[src/rtl/load_store_unit.sv]
`default_nettype none
// ============================================================================
// Module   : load_store_unit
// Purpose  : RV32I memory-access stage. Takes the ALU result as the
//            effective address and rs2 as store data, runs one load or store
//            against a word-wide data memory through a req/ready handshake,
//            and returns sign- or zero-extended load data for write-back.
//            busy stalls the CPU until the one-cycle done pulse.
// Ports    : clk, reset (async, active-low)
//            CPU side : start, is_store, funct3, addr, store_data
//                       -> busy, done, err, load_data
//            Mem side : mem_req, mem_we, mem_addr, mem_wdata, mem_wstrb
//                       <- mem_ready, mem_rdata
// Revision : 1.0 - initial release
// ============================================================================
module load_store_unit #(
  parameter int TIMEOUT_CYCLES = 16,
  parameter int CNT_WIDTH      = 5
) (
  input  logic        clk,
  input  logic        reset,
  input  logic        start,
  input  logic        is_store,
  input  logic [2:0]  funct3,
  input  logic [31:0] addr,
  input  logic [31:0] store_data,
  output logic        busy,
  output logic        done,
  output logic        err,
  output logic [31:0] load_data,
  output logic        mem_req,
  output logic        mem_we,
  output logic [31:0] mem_addr,
  output logic [31:0] mem_wdata,
  output logic [3:0]  mem_wstrb,
  input  logic        mem_ready,
  input  logic [31:0] mem_rdata
);

  localparam logic [CNT_WIDTH-1:0] C_TIMEOUT = CNT_WIDTH'(TIMEOUT_CYCLES);

  typedef enum logic [1:0] {
    S_IDLE = 2'd0,
    S_REQ  = 2'd1,
    S_RESP = 2'd2
  } state_t;

  state_t               r_state;
  state_t               w_state_next;

  logic                 r_is_store;
  logic [2:0]           r_funct3;
  logic [31:0]          r_addr;
  logic [31:0]          r_wdata;
  logic [3:0]           r_wstrb;
  logic [CNT_WIDTH-1:0] r_cnt;
  logic                 r_err;
  logic [31:0]          r_load_data;

  logic                 w_legal;
  logic                 w_aligned;
  logic                 w_ok;
  logic [31:0]          w_wdata;
  logic [3:0]           w_wstrb;
  logic [CNT_WIDTH-1:0] w_cnt_inc;
  logic                 w_timeout;
  logic [31:0]          w_byte_sh;
  logic [31:0]          w_half_sh;
  logic [31:0]          w_ext;

  // --------------------------------------------------------------------------
  // Request decode on the raw CPU inputs (only meaningful when start in IDLE)
  // --------------------------------------------------------------------------
  always_comb begin
    w_legal = 1'b0;
    case (funct3)
      3'b000, 3'b001, 3'b010: w_legal = 1'b1;
      3'b100, 3'b101:         w_legal = !is_store;
      default:                w_legal = 1'b0;
    endcase

    w_aligned = 1'b1;
    if (funct3[1:0] == 2'b01) begin
      w_aligned = !addr[0];
    end else if (funct3[1:0] == 2'b10) begin
      w_aligned = (addr[1:0] == 2'b00);
    end

    w_ok = w_legal && w_aligned;
  end

  // Store lane placement; loads present zero strobes and zero write data.
  always_comb begin
    w_wstrb = 4'b0000;
    w_wdata = 32'h0;
    if (is_store) begin
      case (funct3[1:0])
        2'b00: begin
          w_wstrb = 4'b0001 << addr[1:0];
          w_wdata = {4{store_data[7:0]}};
        end
        2'b01: begin
          w_wstrb = addr[1] ? 4'b1100 : 4'b0011;
          w_wdata = {2{store_data[15:0]}};
        end
        2'b10: begin
          w_wstrb = 4'b1111;
          w_wdata = store_data;
        end
        default: begin
          w_wstrb = 4'b0000;
          w_wdata = 32'h0;
        end
      endcase
    end
  end

  // --------------------------------------------------------------------------
  // Load extraction from the returned word using the latched byte offset
  // --------------------------------------------------------------------------
  always_comb begin
    w_byte_sh = mem_rdata >> {r_addr[1:0], 3'b000};
    w_half_sh = mem_rdata >> {r_addr[1], 4'b0000};
    case (r_funct3)
      3'b000:  w_ext = {{24{w_byte_sh[7]}}, w_byte_sh[7:0]};
      3'b001:  w_ext = {{16{w_half_sh[15]}}, w_half_sh[15:0]};
      3'b010:  w_ext = mem_rdata;
      3'b100:  w_ext = {24'h0, w_byte_sh[7:0]};
      3'b101:  w_ext = {16'h0, w_half_sh[15:0]};
      default: w_ext = 32'h0;
    endcase
  end

  // Counter value after this REQ cycle; timeout fires on the cycle that
  // would bring it to TIMEOUT_CYCLES, giving exactly TIMEOUT_CYCLES REQ cycles.
  assign w_cnt_inc = r_cnt + CNT_WIDTH'(1);
  assign w_timeout = (TIMEOUT_CYCLES != 0) && (w_cnt_inc == C_TIMEOUT);

  // --------------------------------------------------------------------------
  // FSM
  // --------------------------------------------------------------------------
  always_ff @(posedge clk or negedge reset) begin
    if (!reset) begin
      r_state <= S_IDLE;
    end else begin
      r_state <= w_state_next;
    end
  end

  always_comb begin
    w_state_next = r_state;
    case (r_state)
      S_IDLE: begin
        if (start) begin
          // Illegal or misaligned requests skip memory entirely.
          w_state_next = w_ok ? S_REQ : S_RESP;
        end
      end
      S_REQ: begin
        if (mem_ready || w_timeout) begin
          w_state_next = S_RESP;
        end
      end
      S_RESP:  w_state_next = S_IDLE;
      default: w_state_next = S_IDLE;
    endcase
  end

  // --------------------------------------------------------------------------
  // Request latch, timeout counter, error flag and load result
  // --------------------------------------------------------------------------
  always_ff @(posedge clk or negedge reset) begin
    if (!reset) begin
      r_is_store  <= 1'b0;
      r_funct3    <= 3'b000;
      r_addr      <= 32'h0;
      r_wdata     <= 32'h0;
      r_wstrb     <= 4'b0000;
      r_cnt       <= '0;
      r_err       <= 1'b0;
      r_load_data <= 32'h0;
    end else begin
      case (r_state)
        S_IDLE: begin
          if (start) begin
            r_is_store <= is_store;
            r_funct3   <= funct3;
            r_addr     <= addr;
            r_wdata    <= w_wdata;
            r_wstrb    <= w_wstrb;
            r_cnt      <= '0;
            r_err      <= !w_ok;
            if (!w_ok) begin
              r_load_data <= 32'h0;
            end
          end
        end
        S_REQ: begin
          if (mem_ready) begin
            r_err       <= 1'b0;
            r_load_data <= r_is_store ? 32'h0 : w_ext;
          end else if (w_timeout) begin
            r_err       <= 1'b1;
            r_load_data <= 32'h0;
          end else begin
            r_cnt <= w_cnt_inc;
          end
        end
        S_RESP: begin
          r_cnt <= '0;
        end
        default: begin
          r_cnt <= '0;
        end
      endcase
    end
  end

  // --------------------------------------------------------------------------
  // Outputs: decoded from state so an async reset clears them immediately
  // --------------------------------------------------------------------------
  assign busy      = (r_state != S_IDLE);
  assign done      = (r_state == S_RESP);
  assign err       = (r_state == S_RESP) && r_err;
  assign load_data = r_load_data;
  assign mem_req   = (r_state == S_REQ);
  assign mem_we    = mem_req && r_is_store;
  assign mem_addr  = mem_req ? {r_addr[31:2], 2'b00} : 32'h0;
  assign mem_wdata = mem_req ? r_wdata : 32'h0;
  assign mem_wstrb = mem_req ? r_wstrb : 4'b0000;

endmodule
`default_nettype wire

[config.mk]
export PLATFORM = sky130hd
export DESIGN_NAME = load_store_unit
export DESIGN_NICKNAME = d
export VERILOG_FILES = /design/src/rtl/load_store_unit.sv
export SDC_FILE = /design/constraint.sdc
export NUM_CORES = 1
export LEC_CHECK = 0
export BUFFER_PORTS_ARGS = -buffer_cell sky130_fd_sc_hd__buf_2
export CAP_MARGIN = 20
export CELL_PAD_IN_SITES_DETAIL_PLACEMENT = 0
export CELL_PAD_IN_SITES_GLOBAL_PLACEMENT = 2
export CORE_ASPECT_RATIO = 1.5
export CORE_MARGIN = 2
export CORE_UTILIZATION = 31
export CTS_CLUSTER_DIAMETER = 200
export DETAILED_ROUTE_END_ITERATION = 10
export PLACE_DENSITY = 0.91
export SETUP_SLACK_MARGIN = 0.05
export SYNTH_ARGS = -nofsm -noshare
export SYNTH_HDL_FRONTEND = slang
export SYNTH_SLANG_ARGS = --single-unit
[constraint.sdc]
create_clock -name clk -period 5.95 [get_ports clk]
set_input_delay 0.595 -clock clk [delete_from_list [all_inputs] [get_ports clk]]
set_output_delay 0.595 -clock clk [all_outputs]
set_load 0.1 [all_outputs]
==> results.cfg <==
[global_route]
grt_pass1_wl_um = 27230
grt_max_degree = 70
antenna_found_initial = 1
grt_pass1_vias = 5064
grt_use_total_pct = 18.02
grt_overflow = 0

[power_and_ir_drop]
ir_worst_vdd_mv = 0.1325
leakage_nw = 3.693
powerDensity_mw_per_mm2 = 365.9

[cells_and_area]
syn_to_final_growth_pct = 26.06
final_common_cell = buf_2
fin_nets = 901
final_cell_mix = buf_2 (205), nand2_1 (152), dfrtp_1 (112), and2_1 (71), a21oi_1 (43)
diodes = 0
fillerInstances = 1900
fin_area_mm2 = 0.007064
drive_gt1_share_pct = 31.41

[sta]
slew_headroom_pct = 48.62
fin_crit_sh_pct = 47.18
finalCriticalPeriod_ps = 2807
setup-violations-final = 0
hold_slack_ps = 294.5
fmax_ghz = 0.3562
finClkSkew_ps = 7.781
report.final.slew_viol_count = 0
hold_violations = 0
tightest_slew_ps = 770.6
rsz0062_at_grt = false
tns_ps = 0

[logic_synthesis]
ys_types = 48
ys_warn_count = 0
async_flop_share_pct = 100.0
syn_area_mm2 = 0.005604
synth_edf_count = 0
synth-main-ff-cell = dfrtp_1
ys_seq_area_share_pct = 50.01
synth.ff_latch_count = 112
avgSynthCellArea_um2 = 9.157
syn_inst = 612

[drt]
initialDrtViolationCount = 327
firstDrtPassIters = 4
routed_wl_um = 17390
wire_per_inst_um = 17.12
ant_nets = 0
vias = 5032
via_per_inst = 4.953
drc = 0

[worst_hold_path]
min_path_type = input pin to asynchronous set/reset pin

[setup_path]
worstPathRequired_ps = 5360
crit_path_end_kind = output port
critPathKind = flip-flop to output port
worstSetupStartpointType = flip-flop
crit_path_max_fanout = 69
cp.arrival_ps = 2210
rr_worst_depth = 7

[cts]
clk_path_buf_depth = 2
cts_hold_buffers = 0
cts_max_level = 3
root_buffer = clkbuf_16
postCtsSetupRepairBufs = 0
cts_tree = built
cts.repair.resized = 0
cts_buffers = 9
cts.sinks = 112
clkTransAtPathRegs_ps = 80
clk_latency_ps = 350

[run_status]
run_status = complete, no violations

[placement]
io_buffers = 206
placedInstanceArea_mm2 = 0.006784
dp_hpwl_um = 12510
gp_congestion = 0.8167

[floorplan]
num_io_pins = 209
die_h_um = 168.7
die-area_mm2 = 0.01919
die_x_um = 113.8
start_util_pct = 31.37
core_mm2 = 0.01787
core.rowCount = 60

[run]
drv_cap = 0
worst max-delay path, stage by stage, from the launching register on:
cell and delay (ps):
dfrtp_1 420, nand2b_1 230, clkinv_1 70, buf_4 430
and2_1 240, buf_2 430
metal layers:
metal / track usage, % / vias to the layer above / routed length, µm
met2: 32.15 / 178 / 9030
met4: 5.514 / 0 / 267
met1: 21.88 / 2392 / 7084
met3: 3.401 / 16 / 1009
met5: 0 / - / 0
li1: - / 2446 / -
state kept, by name, indices dropped and copies added (netlist names):
| name | flops |
|---|---|
| r_wdata | 32 |
| r_state | 2 |
| r_is_store | 1 |
| load_data | 32 |
| r_funct3 | 3 |
| r_cnt | 5 |
| r_wstrb | 4 |
| r_addr | 32 |
| r_err | 1 |
power by group:
group / leakage, nW / switching, mW / internal (mW) / total, mW
clock network: 0.132 / 0.290 / 0.298 / 0.588
registers: 1.47 / 0.0928 / 0.903 / 0.996
logic: 2.09 / 0.759 / 0.243 / 1.00
area by class of cell:
cell class | instances | area [µm²] | area share, %
Multi-Input combinational cell | 449 | 2586 | 36.61
Sequential cell | 112 | 2803 | 39.67
Clock buffer | 10 | 239.0 | 3.383
Tap cell | 217 | 271.5 | 3.843
Timing Repair Buffer | 213 | 1086 | 15.37
Clock inverter | 5 | 41.29 | 0.5845
Inverter | 10 | 37.54 | 0.5313
metrics by stage:
| stage | power (mW) | cells | setup WS, ps | utilization, % |
|---|---|---|---|---|
| 6_report | 2.585 | 1016 | 3143 | 39.54 |
| 5_1_grt | 2.728 | 1016 | 2984 | 39.54 |
| 4_1_cts | 2.617 | 1016 | 3074 | 39.54 |
| 3_5_place_dp | 2.020 | 1001 | 3459 | 37.97 |
| 3_3_place_gp | 2.011 | 1001 | 3488 | 37.97 |
| 2_1_floorplan | 1.779 | 613 | 2641 | - |
cells by family after synthesis:
group / synth area share [%]
simple gates: 23.80
compound gates: 19.16
flops: 50.01
buf+inv: 3.952
mux: 2.411
fa+ha+maj: 0.4465
other cells: 0.06691
xor+xnor: 0.1563
worst paths after layout:
| kind | slack (ps) | startpoint | endpoint |
|---|---|---|---|
| max reg2reg | 3660 | r_cnt[0] | load_data[11] |
| min | 290 | reset | r_wdata[17] |
| max in group asynchronous | 4360 | reset | r_wdata[12] |
| max | 3140 | r_state[1] | mem_addr[16] |
| min in group clk | 430 | addr[18] | r_addr[18] |
| min reg2reg | 470 | r_addr[5] | r_addr[5] |
Yosys cell counts (2+ instances only):
master	instances	area share (%)
buf_2	3	0.27
ha_1	2	0.45
o21ai_0	31	2.8
a21o_1	2	0.27
mux2_2	2	0.40
a221oi_1	16	2.5
inv_1	9	0.60
a21oi_2	10	1.6
a21oi_1	43	3.8
mux2i_1	9	1.6
dfrtp_1	112	50
or3_1	2	0.22
buf_6	2	0.40
buf_1	5	0.33
o2bb2ai_1	32	5.0
clkbuf_1	30	2.0
o22ai_1	2	0.22
nand3_1	4	0.36
a22o_1	9	1.4
a31oi_1	2	0.22
nand2b_1	5	0.56
nor3_1	3	0.27
and2_1	71	7.9
nor2b_1	14	1.6
and3_1	2	0.22
nand2_1	153	10
nor2_1	15	1.0
buf_4	2	0.27
No activity file was read; power rests on OpenSTA's default activity.
